## config.mk

```make
export PLATFORM = sky130hd
export DESIGN_NAME = qmac_accum
export DESIGN_NICKNAME = d
export VERILOG_FILES = /design/src/rtl/qmac_accum.sv
export SDC_FILE = /design/constraint.sdc
export NUM_CORES = 1
export LEC_CHECK = 0
export CAP_MARGIN = 10
export CELL_PAD_IN_SITES_DETAIL_PLACEMENT = 1
export CELL_PAD_IN_SITES_GLOBAL_PLACEMENT = 2
export CORE_MARGIN = 1.5
export CORE_UTILIZATION = 34
export CTS_CLUSTER_SIZE = 16
export DETAILED_ROUTE_END_ITERATION = 10
export GPL_TIMING_DRIVEN = 1
export PLACE_DENSITY_LB_ADDON = 0.1
export SYNTH_ARGS = -nofsm -noshare
export SYNTH_HDL_FRONTEND = slang
export SYNTH_SLANG_ARGS = --single-unit
```

## constraint.sdc

```tcl
create_clock -name clk -period 10.6 [get_ports clk]
set_clock_uncertainty 0.2 [all_clocks]
set_input_delay 1.59 -clock clk [delete_from_list [all_inputs] [get_ports clk]]
set_output_delay 1.59 -clock clk [all_outputs]
set_load 0.01 [all_outputs]
```

## src/rtl/qmac_accum.sv

```systemverilog
// qmac_accum: LEN-term dot-product accumulator for exact/approximate product pairs.
// Define QMAC_SAT_EN to clamp each accumulator add to the signed ACC_W range.
module qmac_accum #(
   parameter int LEN   = 16,
   parameter int ACC_W = 24
) (
   input  logic                    clk,
   input  logic                    rst,
   input  logic                    in_valid,
   output logic                    in_ready,
   input  logic signed [15:0]      in_exact,
   input  logic signed [15:0]      in_approx,
   output logic                    out_valid,
   input  logic                    out_ready,
   output logic signed [ACC_W-1:0] out_acc_exact,
   output logic signed [ACC_W-1:0] out_acc_approx,
   output logic signed [ACC_W-1:0] out_err,
   output logic                    out_sat
);

   typedef enum logic [0:0] {
      ST_ACCUM = 1'b0,
      ST_HOLD  = 1'b1
   } state_e;

   localparam logic [15:0] LAST_CNT = 16'(LEN - 1);

   state_e                  state_q, state_d;
   logic [15:0]             cnt_q, cnt_d;
   logic signed [ACC_W-1:0] acc_exact_q, acc_exact_d;
   logic signed [ACC_W-1:0] acc_approx_q, acc_approx_d;
   logic signed [ACC_W-1:0] err_q, err_d;
   logic                    sat_q, sat_d;
   logic [ACC_W:0]          add_exact_s, add_approx_s;

   // Returns {clamped, sum}: term is sign-extended to ACC_W before the add.
   function automatic logic [ACC_W:0] add_term(input logic [ACC_W-1:0] acc,
                                                input logic [15:0]      term);
      logic [ACC_W-1:0] sum;
      logic             clamped;
`ifdef QMAC_SAT_EN
      logic [ACC_W:0]   wide;
      wide = {acc[ACC_W-1], acc} + {{(ACC_W-15){term[15]}}, term};
      if (wide[ACC_W] != wide[ACC_W-1]) begin
         clamped = 1'b1;
         sum     = wide[ACC_W] ? {1'b1, {(ACC_W-1){1'b0}}} : {1'b0, {(ACC_W-1){1'b1}}};
      end else begin
         clamped = 1'b0;
         sum     = wide[ACC_W-1:0];
      end
`else
      clamped = 1'b0;
      sum     = acc + {{(ACC_W-16){term[15]}}, term};
`endif
      return {clamped, sum};
   endfunction

   // Next-state: accumulate beats in ACCUM, present and clear the result in HOLD.
   always_comb begin
      state_d      = state_q;
      cnt_d        = cnt_q;
      acc_exact_d  = acc_exact_q;
      acc_approx_d = acc_approx_q;
      err_d        = err_q;
      sat_d        = sat_q;
      add_exact_s  = add_term(acc_exact_q, in_exact);
      add_approx_s = add_term(acc_approx_q, in_approx);
      case (state_q)
         ST_ACCUM: begin
            if (in_valid) begin
               acc_exact_d  = add_exact_s[ACC_W-1:0];
               acc_approx_d = add_approx_s[ACC_W-1:0];
               sat_d        = sat_q | add_exact_s[ACC_W] | add_approx_s[ACC_W];
               if (cnt_q == LAST_CNT) begin
                  cnt_d   = 16'd0;
                  err_d   = add_exact_s[ACC_W-1:0] - add_approx_s[ACC_W-1:0];
                  state_d = ST_HOLD;
               end else begin
                  cnt_d   = cnt_q + 16'd1;
               end
            end else begin
               state_d = ST_ACCUM;
            end
         end
         ST_HOLD: begin
            if (out_ready) begin
               acc_exact_d  = '0;
               acc_approx_d = '0;
               err_d        = '0;
               sat_d        = 1'b0;
               state_d      = ST_ACCUM;
            end else begin
               state_d = ST_HOLD;
            end
         end
         default: begin
            state_d = ST_ACCUM;
            cnt_d   = 16'd0;
         end
      endcase
   end

   // State and datapath registers; reset discards any partial or held result.
   always_ff @(posedge clk) begin
      if (rst) begin
         state_q      <= ST_ACCUM;
         cnt_q        <= 16'd0;
         acc_exact_q  <= '0;
         acc_approx_q <= '0;
         err_q        <= '0;
         sat_q        <= 1'b0;
      end else begin
         state_q      <= state_d;
         cnt_q        <= cnt_d;
         acc_exact_q  <= acc_exact_d;
         acc_approx_q <= acc_approx_d;
         err_q        <= err_d;
         sat_q        <= sat_d;
      end
   end

   assign in_ready       = (state_q == ST_ACCUM);
   assign out_valid      = (state_q == ST_HOLD);
   assign out_acc_exact  = acc_exact_q;
   assign out_acc_approx = acc_approx_q;
   assign out_err        = err_q;
   assign out_sat        = sat_q;

endmodule

```

# Word level (Yosys, flattened, before mapping)
# Cells that the tools add are included.
[word_totals]
rom_bits = 0
memories = 0
inputBits = 36
wordCells = 34
output_inout_bits = 75
latchBits = 0
mem_bits_rw = 0
register_bits = 90
[classes]
multipliers = 0
muxes = 15
bitwise = 1
n_eq_ne = 4
n_lt_le_gt_ge = 0
add_sub_neg = 4
n_reduce_logical = 4
shift = 0
div = 0
[ops]
columns = ["cell", "count"]
rows = [
  ["case mux 24 bit (2 select lines)", 3],
  ["two-way mux 24 bit", 5],
  ["adder 24 bit", 2],
  ["subtractor 24 bit", 1],
  ["adder 16 x 1 -> 16 bit, second input constant", 1],
  ["== test 16 x 4 -> 1 bit, second input constant", 1],
  ["two-way mux 16 bit", 1],
  ["AND reduction 2 bit", 3],
  ["two-way mux 1 bit", 5],
  ["inequality test 2 bit, second input constant", 2],
  ["AND reduction 3 bit", 1],
  ["inequality test 2 x 1 -> 1 bit, second input constant", 1],
  ["case mux 1 bit (2 select lines)", 1],
  ["inverter 1 bit", 1],
]

# Logic depth before layout (Yosys ltp)
# Gate-level depths: netlist of the first run.
[logic_depth]
word_depth = 5
depth_mapped = 23
depth_no_buf = 23

# Worst setup path before layout of the first run
# No wires, ideal clock.
[synth_path]
kind = "input to register"
start = "input in_approx[5]"
end = "register err_q[21] (netlist: out_err[21])"
cell_stages = 21
setup_time_ps = 128
required_ps = 10272
setup_slack_ps = 4467
n_path_buf = 0
arrival_time_ps = 5805
path_cell_list = "ha_1 -> and2_1 -> or4_1 -> o221ai_1 -> nand2b_1 -> a21o_1 -> a21o_1 -> a21o_1 -> a21o_1 -> a21oi_1 -> xor2_1 -> ha_1 -> a21o_1 -> a211o_1 -> a2111oi_0 -> nor3_1 -> nand4_1 -> nand4b_1 -> a211o_1 -> a32oi_1 -> nor2_1"
[synth_between]
elab_chain_len = 5
[synth_rtl]
columns = ["item", "line", "text"]
rows = [
  ["start, declared", "12", "input logic signed [15:0] in_approx,"],
  ["adder 24 bit", "53", "sum = acc + {{(ACC_W-16){term[15]}}, term};"],
  ["subtractor 24 bit", "76", "err_d = add_exact_s[ACC_W-1:0] - add_approx_s[ACC_W-1:0];"],
  ["two-way mux 24 bit", "74", "if (cnt_q == LAST_CNT) begin"],
  ["two-way mux 24 bit", "70", "if (in_valid) begin"],
  ["case mux 24 bit (2 select lines)", "68", "case (state_q)"],
  ["end signal, assigned", "117", "err_q <= err_d;"],
  ["end, declared", "32", "logic signed [ACC_W-1:0] err_q, err_d;"],
]
# No other way between the ends. The select of a mux whose other input is x is not followed.
# A chain may end at the register's enable or synchronous reset.

# Final worst setup path of the first run
[layout_path]
start = "input in_approx[0]"
end = "register err_q[21] (netlist: out_err[21])"
# The elaborated chain is that of the path after synthesis.

==> results of run 1 <==
## power by group
part / leakage (µW) / switching, µW / internal [µW] / total (µW)
Clock: 0.000132 / 147 / 159 / 306
Sequential: 0.000726 / 24.1 / 360 / 384
Combinational: 0.00251 / 461 / 381 / 842
Total: 0.00336 / 631 / 900 / 1530
## layout by cell type (no fill, tap or decap), types with 32 or more instances in the layout
cell,Yosys,final
sky130_fd_sc_hd__nor2_1,108,108
sky130_fd_sc_hd__ha_1,70,70
sky130_fd_sc_hd__xnor2_1,44,44
sky130_fd_sc_hd__dfxtp_1,89,89
sky130_fd_sc_hd__a22oi_1,41,41
sky130_fd_sc_hd__clkdlybuf4s50_1,0,108
sky130_fd_sc_hd__a21o_1,38,38
sky130_fd_sc_hd__nand2_1,47,47
sky130_fd_sc_hd__xor2_1,32,32
sky130_fd_sc_hd__a21oi_1,60,59
## worst max-delay path: stages
cell and delay (ns):
sky130_fd_sc_hd__clkdlybuf4s50_1 0.40, sky130_fd_sc_hd__ha_1 0.25, sky130_fd_sc_hd__fa_1 0.43, sky130_fd_sc_hd__a21oi_1 0.21, sky130_fd_sc_hd__o21ai_0 0.20, sky130_fd_sc_hd__o221ai_1 0.38
sky130_fd_sc_hd__nand2b_1 0.10, sky130_fd_sc_hd__a21o_1 0.21, sky130_fd_sc_hd__a21o_1 0.18, sky130_fd_sc_hd__a21o_1 0.20, sky130_fd_sc_hd__a21o_1 0.18, sky130_fd_sc_hd__a21oi_1 0.17
sky130_fd_sc_hd__xor2_1 0.22, sky130_fd_sc_hd__ha_1 0.31, sky130_fd_sc_hd__a21o_1 0.19, sky130_fd_sc_hd__a211o_1 0.32, sky130_fd_sc_hd__a2111oi_0 0.37, sky130_fd_sc_hd__nor3_1 0.17
sky130_fd_sc_hd__nand4_1 0.15, sky130_fd_sc_hd__nand4b_1 0.11, sky130_fd_sc_hd__a211o_1 0.30, sky130_fd_sc_hd__a32oi_1 0.20, sky130_fd_sc_hd__nor2_1 0.06
## metal layers
metal,part of all wire [%],vias to the layer above,wire [µm]
li1,-,2994,-
met1,46,2858,9230
met2,49,93,9870
met3,3.3,20,672
met4,2.2,0,444
met5,0,-,0
## metrics by stage
step                      worst slack (ns)  hold WS [ns]  cells  cell area, µm²
after floorplan                       4.47         0.254    772            6350
after global routing                  3.25         0.290   1106            7950
final                                 3.71         0.262   1106            7950
after CTS                             3.70         0.271   1106            7950
after global placement                3.52         0.242   1091            7680
after detailed placement              3.37         0.261   1091            7680
## cells by family (layout without fill, tap and decap cells)
| kind of cell | count (synthesis) | count (layout) |
|---|---|---|
| muxes | 1 | 1 |
| DFF | 89 | 89 |
| AOI/OAI and AO/OA | 237 | 237 |
| and+or+nand+nor | 251 | 251 |
| xor gates and xnor gates | 76 | 76 |
| other | 1 | 1 |
| adders and majority gates | 73 | 73 |
| buffers and inverters | 44 | 149 |
## flip-flops by register name, summed over array words and instances, names as in the netlist
signal / flops
out_err: 24
out_acc_exact: 24
cnt_q: 16
out_acc_approx: 24
out_valid: 1
## worst paths after layout
kind,start,to,slack (ns)
worst max-delay path,in_approx[0],out_err[21]$_SDFFE_PP0P_,3.71
worst min-delay path,out_err[22]$_SDFFE_PP0P_,out_err[22]$_SDFFE_PP0P_,0.26
worst max register to register,out_acc_approx[0]$_SDFFE_PP0P_,out_err[21]$_SDFFE_PP0P_,5.04
worst min register to register,out_err[22]$_SDFFE_PP0P_,out_err[22]$_SDFFE_PP0P_,0.26
## area by class of cell
class                           count  area, µm²
Clock buffer                        9        225
Clock inverter                      6       43.8
Fill cell                        2167      10200
Inverter                           20       75.1
Multi-Input combinational cell    639       4420
Sequential cell                    89       1780
Tap cell                          229        287
Timing Repair Buffer              114       1120
==> Flow_metrics.wiki, run 1 <==
{| class="wikitable"
! Metric !! Value
|-
| Depth of the CTS H-tree || 3
|-
| Area Overhead vs Synth || 25.3%
|-
| Number of cell instances on the worst register-to-register path || 22
|-
| Top flip-flop cell by instance count after synthesis || sky130_fd_sc_hd__dfxtp_1
|-
| Startpoint types || input port
|-
| Synth Area in Adders || 14.7%
|-
| Die Outline Area || 19500 µm²
|-
| Starting utilization of the core area || 35.0%
|-
| Combined global-route utilization of all metal layers || 21.3%
|-
| Number of design-rule violations left by the first detailed-router iteration || 207
|-
| Number of nets in the layout || 982
|-
| Class of the worst hold path || flop to flop
|-
| Leakage power || 0.00336 µW
|-
| Vias per std cell || 5.39
|-
| Tightest slew margin relative to the limit || 39.5%
|-
| Summed negative setup slack over all endpoints || 0 ns
|-
| DR pass1 iterations || 9
|-
| HPWL after detailed placement || 15.7 mm
|-
| Worst Tran Pin Value || 0.906 ns
|-
| Portion of the clock cycle consumed by the worst path in the final layout || 65.0%
|-
| Number of failing hold endpoints at the final stage || 0
|-
| Largest buffer count on any clock path || 2
|-
| Clock latency on the worst-skew pair || 0.35 ns
|-
| Number of instances in the synthesized netlist || 772
|-
| Cell types with the highest counts after synthesis || sky130_fd_sc_hd__nor2_1, sky130_fd_sc_hd__dfxtp_1, sky130_fd_sc_hd__ha_1
|-
| Cell area after technology mapping || 6350 µm²
|-
| Violated checks || design-rule violations
|-
| Complex-gate fraction of the synthesized area || 25.3%
|-
| Total of warnings raised by yosys || 0
|-
| Max-capacitance violation count || 0
|-
| Sequential-to-total area share from yosys stat || 28.1%
|-
| GR Layer Usage met1 || 25.7%
|-
| Site row count || 49
|-
| Class of the most critical setup path || input port to flop
|-
| Post-CTS setup repair buffer count || 0
|-
| Final ANT Viol Nets || 0
|-
| Most frequent cell after synthesis || sky130_fd_sc_hd__nor2_1
|-
| Antenna fix cells || 0
|-
| Via count of the first global-routing pass || 6306
|-
| Maximum frequency from static timing analysis || 145 MHz
|-
| Reg clk slew, reported paths || 0.07 ns
|-
| Die Wd || 140 µm
|-
| Number of synthesized flops with an enable pin || 0
|-
| Initial antenna violation count || 0
|-
| Core area || 18100 µm²
|-
| Grt ovf || 0
|-
| Number of clock sinks seen by CTS || 89
|-
| Cell chosen for the clock root || sky130_fd_sc_hd__clkbuf_16
|-
| Busiest layer in global routing || met2
|-
| Met2 track utilization from global routing || 38.0%
|-
| Simple-Gate Fraction of Synth Area || 18.5%
|-
| Hold Path Stages || 2
|-
| Largest net degree at the start of global routing || 75
|-
| GRT met3 Usage || 4.27%
|-
| Maximum fanout count along the critical path || 4
|-
| Unrepaired setup endpoints after global routing || no
|-
| Cell type with the highest aggregate area in the netlist || sky130_fd_sc_hd__dfxtp_1
|-
| Number of resized instances in the post-cts repair step || 0
|-
| Setup violations, final || 0
|-
| Main combinational cell family by area after synthesis || compound AO/OA/AOI/OAI gates
|-
| Boundary Pins || 111
|-
| Fraction of synthesized cell area in xor and xnor cells || 10.5%
|-
| Detailed-route DRC error count || 5
|-
| Worst vdd rail ir drop || 0.0823 mV
|-
| Critical path arrival || 6.90 ns
|-
| Mean area per synthesized cell || 8.22 µm²
|-
| Share of cell area taken by muxes after synthesis || 0.177%
|-
| Power, Total || 1530 µW
|-
| Via count || 5965
|-
| Crit. End Element || flop
|-
| Number of unique standard cell types used by synthesis || 62
|-
| Number of clock buffers inserted by TritonCTS || 9
|-
| Wire length of the first global-routing pass || 32.9 mm
|-
| Die H || 140 µm
|-
| Result of the run || finished with violations
|-
| Share of synthesized registers carrying an async set or reset || 0%
|-
| PwrDens || 193 nW/µm²
|-
| I/O Buffers || 109
|-
| Fraction of layout cells with a size suffix above 1 || 4.33%
|-
| Placer Congestion || 0.889
|-
| Routed wire per std cell || 18.3 µm
|-
| Synth Register Bits || 89
|-
| Cts-stage hold buffer count || 0
|-
| CTS tree || done
|-
| Max-slew violation total from the final report || 0
|-
| Proportion of netlist area held by the largest area contributor || 28.1%
|-
| Post-layout utilization of the core || 43.8%
|-
| Largest cells by area after synthesis || sky130_fd_sc_hd__dfxtp_1, sky130_fd_sc_hd__ha_1, sky130_fd_sc_hd__nor2_1, sky130_fd_sc_hd__xnor2_1, sky130_fd_sc_hd__a22oi_1
|-
| Number of nets produced by synthesis || 881
|-
| Final WL || 20.2 mm
|-
| Final critical delay including setup and external delays || 6.89 ns
|-
| Data required time of the critical path || 10.61 ns
|}
(Power assumes the default switching activity.)
==> run 2: changes to the inputs <==
--- a/config.mk
+++ b/config.mk
@@ -9,7 +9,7 @@
 export CELL_PAD_IN_SITES_DETAIL_PLACEMENT = 1
 export CELL_PAD_IN_SITES_GLOBAL_PLACEMENT = 2
 export CORE_MARGIN = 1.5
-export CORE_UTILIZATION = 34
+export CORE_UTILIZATION = 29
 export CTS_CLUSTER_SIZE = 16
 export DETAILED_ROUTE_END_ITERATION = 10
 export GPL_TIMING_DRIVEN = 1
==> constraint.sdc (replaced) <==
create_clock -name clk -period 6.3 [get_ports clk]
set_clock_uncertainty 0.2 [all_clocks]
set_input_delay 0.945 -clock clk [delete_from_list [all_inputs] [get_ports clk]]
set_output_delay 0.945 -clock clk [all_outputs]
set_load 0.01 [all_outputs]
==> Flow_metrics.wiki, run 2 (synthesis results as in run 1) <==
{| class="wikitable"
! Metric !! Value
|-
| Leakage power || 0.00346 µW (+2.8%)
|-
| Largest net degree at the start of global routing || 53 (-29%)
|-
| Final WL || 21.3 mm (+5.3%)
|-
| Area Overhead vs Synth || 28.8%
|-
| Core area || 21200 µm² (+17%)
|-
| Reg clk slew, reported paths || 0.07 ns (about the same)
|-
| Hold Path Stages || 2 (unchanged)
|-
| Routed wire per std cell || 18.2 µm (-0.38%)
|-
| Class of the most critical setup path || input port to flop
|-
| Unrepaired setup endpoints after global routing || no
|-
| HPWL after detailed placement || 16.5 mm (+5.5%)
|-
| Max-slew violation total from the final report || 0 (unchanged)
|-
| Number of design-rule violations left by the first detailed-router iteration || 192 (-7.2%)
|-
| Placer Congestion || 0.899 (+1.1%)
|-
| DR pass1 iterations || 6 (-3)
|-
| Crit. End Element || flop
|-
| Die H || 151 µm (+8.1%)
|-
| Maximum fanout count along the critical path || 3 (-1)
|-
| Vias per std cell || 5.24 (-2.8%)
|-
| Number of clock sinks seen by CTS || 89 (unchanged)
|-
| CTS tree || done
|-
| Depth of the CTS H-tree || 3 (unchanged)
|-
| Max-capacitance violation count || 0 (unchanged)
|-
| Worst setup slack after layout || 0.349 ns (-3.36 ns)
|-
| Result of the run || complete, no violations
|-
| Final-layout worst hold slack || 0.265 ns (+0.00308 ns)
|-
| Number of failing hold endpoints at the final stage || 0 (unchanged)
|-
| Initial antenna violation count || 0 (unchanged)
|-
| Worst vdd rail ir drop || 0.127 mV (+54%)
|-
| Final ANT Viol Nets || 0 (unchanged)
|-
| Die Outline Area || 22800 µm² (+17%)
|-
| Via count || 6131 (+2.8%)
|-
| Antenna fix cells || 0 (unchanged)
|-
| Class of the worst hold path || flop to flop
|-
| Via count of the first global-routing pass || 6492 (+2.9%)
|-
| Cts-stage hold buffer count || 0 (unchanged)
|-
| Maximum frequency from static timing analysis || 168 MHz
|-
| Wire length of the first global-routing pass || 34.2 mm (+4.1%)
|-
| Portion of the clock cycle consumed by the worst path in the final layout || 94.5%
|-
| Data required time of the critical path || 6.33 ns (-4.28 ns)
|-
| Clock latency on the worst-skew pair || 0.35 ns (about the same)
|-
| Setup violations, final || 0 (unchanged)
|-
| Tightest slew margin relative to the limit || 24.8% (-15 points)
|-
| Final critical delay including setup and external delays || 5.95 ns
|-
| Grt ovf || 0 (unchanged)
|-
| Site row count || 53 (+8.2%)
|-
| Minimum setup slack after placement || -0.211 ns (-3.58 ns)
|-
| Cell chosen for the clock root || sky130_fd_sc_hd__clkbuf_16
|-
| Largest buffer count on any clock path || 2 (unchanged)
|-
| Detailed-route DRC error count || 0 (-5)
|-
| Die Wd || 151 µm (+8.1%)
|-
| Boundary Pins || 111 (unchanged)
|-
| I/O Buffers || 109 (unchanged)
|-
| Number of nets in the layout || 998 (+1.6%)
|-
| Startpoint types || input port
|-
| Number of cell instances on the worst register-to-register path || 23 (+4.5%)
|-
| Starting utilization of the core area || 29.9% (-5.1 points)
|-
| Worst Tran Pin Value || 1.13 ns (+0.223 ns)
|-
| Fraction of layout cells with a size suffix above 1 || 6.15% (+1.8 points)
|-
| Highest-count cells in the layout ignoring fill and taps || sky130_fd_sc_hd__nor2_1, sky130_fd_sc_hd__clkdlybuf4s50_1, sky130_fd_sc_hd__dfxtp_1
|-
| PwrDens || 331 nW/µm² (+72%)
|-
| Critical path arrival || 5.99 ns (-0.91 ns)
|-
| Number of clock buffers inserted by TritonCTS || 9 (unchanged)
|-
| Combined global-route utilization of all metal layers || 19.4% (-1.9 points)
|-
| Slack of the worst reg-to-reg path || 1.04 ns (-4.00 ns)
|}
[run 2: changes by cell type in the layout (fill, tap and decap cells not counted), sizes merged]
| cell | delta |
|---|---|
| clkinv | -1 |
| buf | +16 |
| clkbuf | +2 |
| bufinv | +1 |
| inv | -1 |
[run 2: timing repair]
item / 4_1_cts / 5_1_grt
resized for setup: 0 / 3
buffers inserted: 0 / 1
setup endpoints to repair: 0 / 4
[run 2: metal layers]
layer  up-vias  share of wire, %  track usage, %
li1       3025                 -               -
met4         0               1.6            6.02
met3        16               3.2            2.47
met1      2982                46            24.4
met5         -                 0               0
met2       108                49            34.4
[run 2: per-stage QoR]
step	power [µW]	instance area, µm²	std cells	setup TNS (ns)	utilization, %
2_1_floorplan	1680	6350	772	0	-
3_3_place_gp	2100	7850	1152	0	37.0
3_5_place_dp	2130	7850	1152	-0.576	37.0
4_1_cts	2720	8160	1168	0	38.4
5_1_grt	2920	8170	1169	0	38.5
6_report	2700	8170	1169	0	38.5
[run 2: final timing paths]
| path | start | end |
|---|---|---|
| max | in_approx[0] | out_err[21]$_SDFFE_PP0P_ |
| min | out_err[22]$_SDFFE_PP0P_ | out_err[22]$_SDFFE_PP0P_ |
| max reg2reg | out_acc_approx[0]$_SDFFE_PP0P_ | out_err[21]$_SDFFE_PP0P_ |
| min reg2reg | out_err[22]$_SDFFE_PP0P_ | out_err[22]$_SDFFE_PP0P_ |
[run 2: critical path, cell delays in order]
cell and delay (ns):
sky130_fd_sc_hd__clkdlybuf4s50_1 0.40, sky130_fd_sc_hd__ha_1 0.23, sky130_fd_sc_hd__fa_1 0.39, sky130_fd_sc_hd__a21oi_1 0.20, sky130_fd_sc_hd__o21ai_1 0.16, sky130_fd_sc_hd__o221ai_1 0.21
sky130_fd_sc_hd__buf_4 0.18, sky130_fd_sc_hd__nand2b_1 0.06, sky130_fd_sc_hd__a21o_1 0.20, sky130_fd_sc_hd__a21o_1 0.17, sky130_fd_sc_hd__a21o_1 0.19, sky130_fd_sc_hd__a21o_1 0.18
sky130_fd_sc_hd__a21oi_1 0.18, sky130_fd_sc_hd__xor2_1 0.23, sky130_fd_sc_hd__ha_1 0.28, sky130_fd_sc_hd__a21o_1 0.16, sky130_fd_sc_hd__a211o_1 0.33, sky130_fd_sc_hd__a2111oi_2 0.31
sky130_fd_sc_hd__nor3_1 0.14, sky130_fd_sc_hd__nand4_1 0.14, sky130_fd_sc_hd__nand4b_1 0.11, sky130_fd_sc_hd__a211o_1 0.29, sky130_fd_sc_hd__a32oi_1 0.19, sky130_fd_sc_hd__nor2_1 0.07
[run 2: final cells by class]
class	instances	area, µm²
fill	2540	13000
multi-input combinational	639	4420
sequential	89	1780
timing repair buffer	130	1240
tap	275	344
clock buffer	11	243
inverter	20	75.1
clock inverter	5	63.8
[run 2: power breakdown]
group	switching, µW	total, µW	internal, µW
registers	37.9	644	606
clock network	251	573	322
logic	801	1480	684
==> run 3: changes to the inputs <==
--- a/config.mk
+++ b/config.mk
@@ -5,7 +5,6 @@
 export SDC_FILE = /design/constraint.sdc
 export NUM_CORES = 1
 export LEC_CHECK = 0
-export CAP_MARGIN = 10
 export CELL_PAD_IN_SITES_DETAIL_PLACEMENT = 1
 export CELL_PAD_IN_SITES_GLOBAL_PLACEMENT = 2
 export CORE_MARGIN = 1.5
==> results of run 3 <==
Final layout, timing and power as in run 2 (identical DEF).
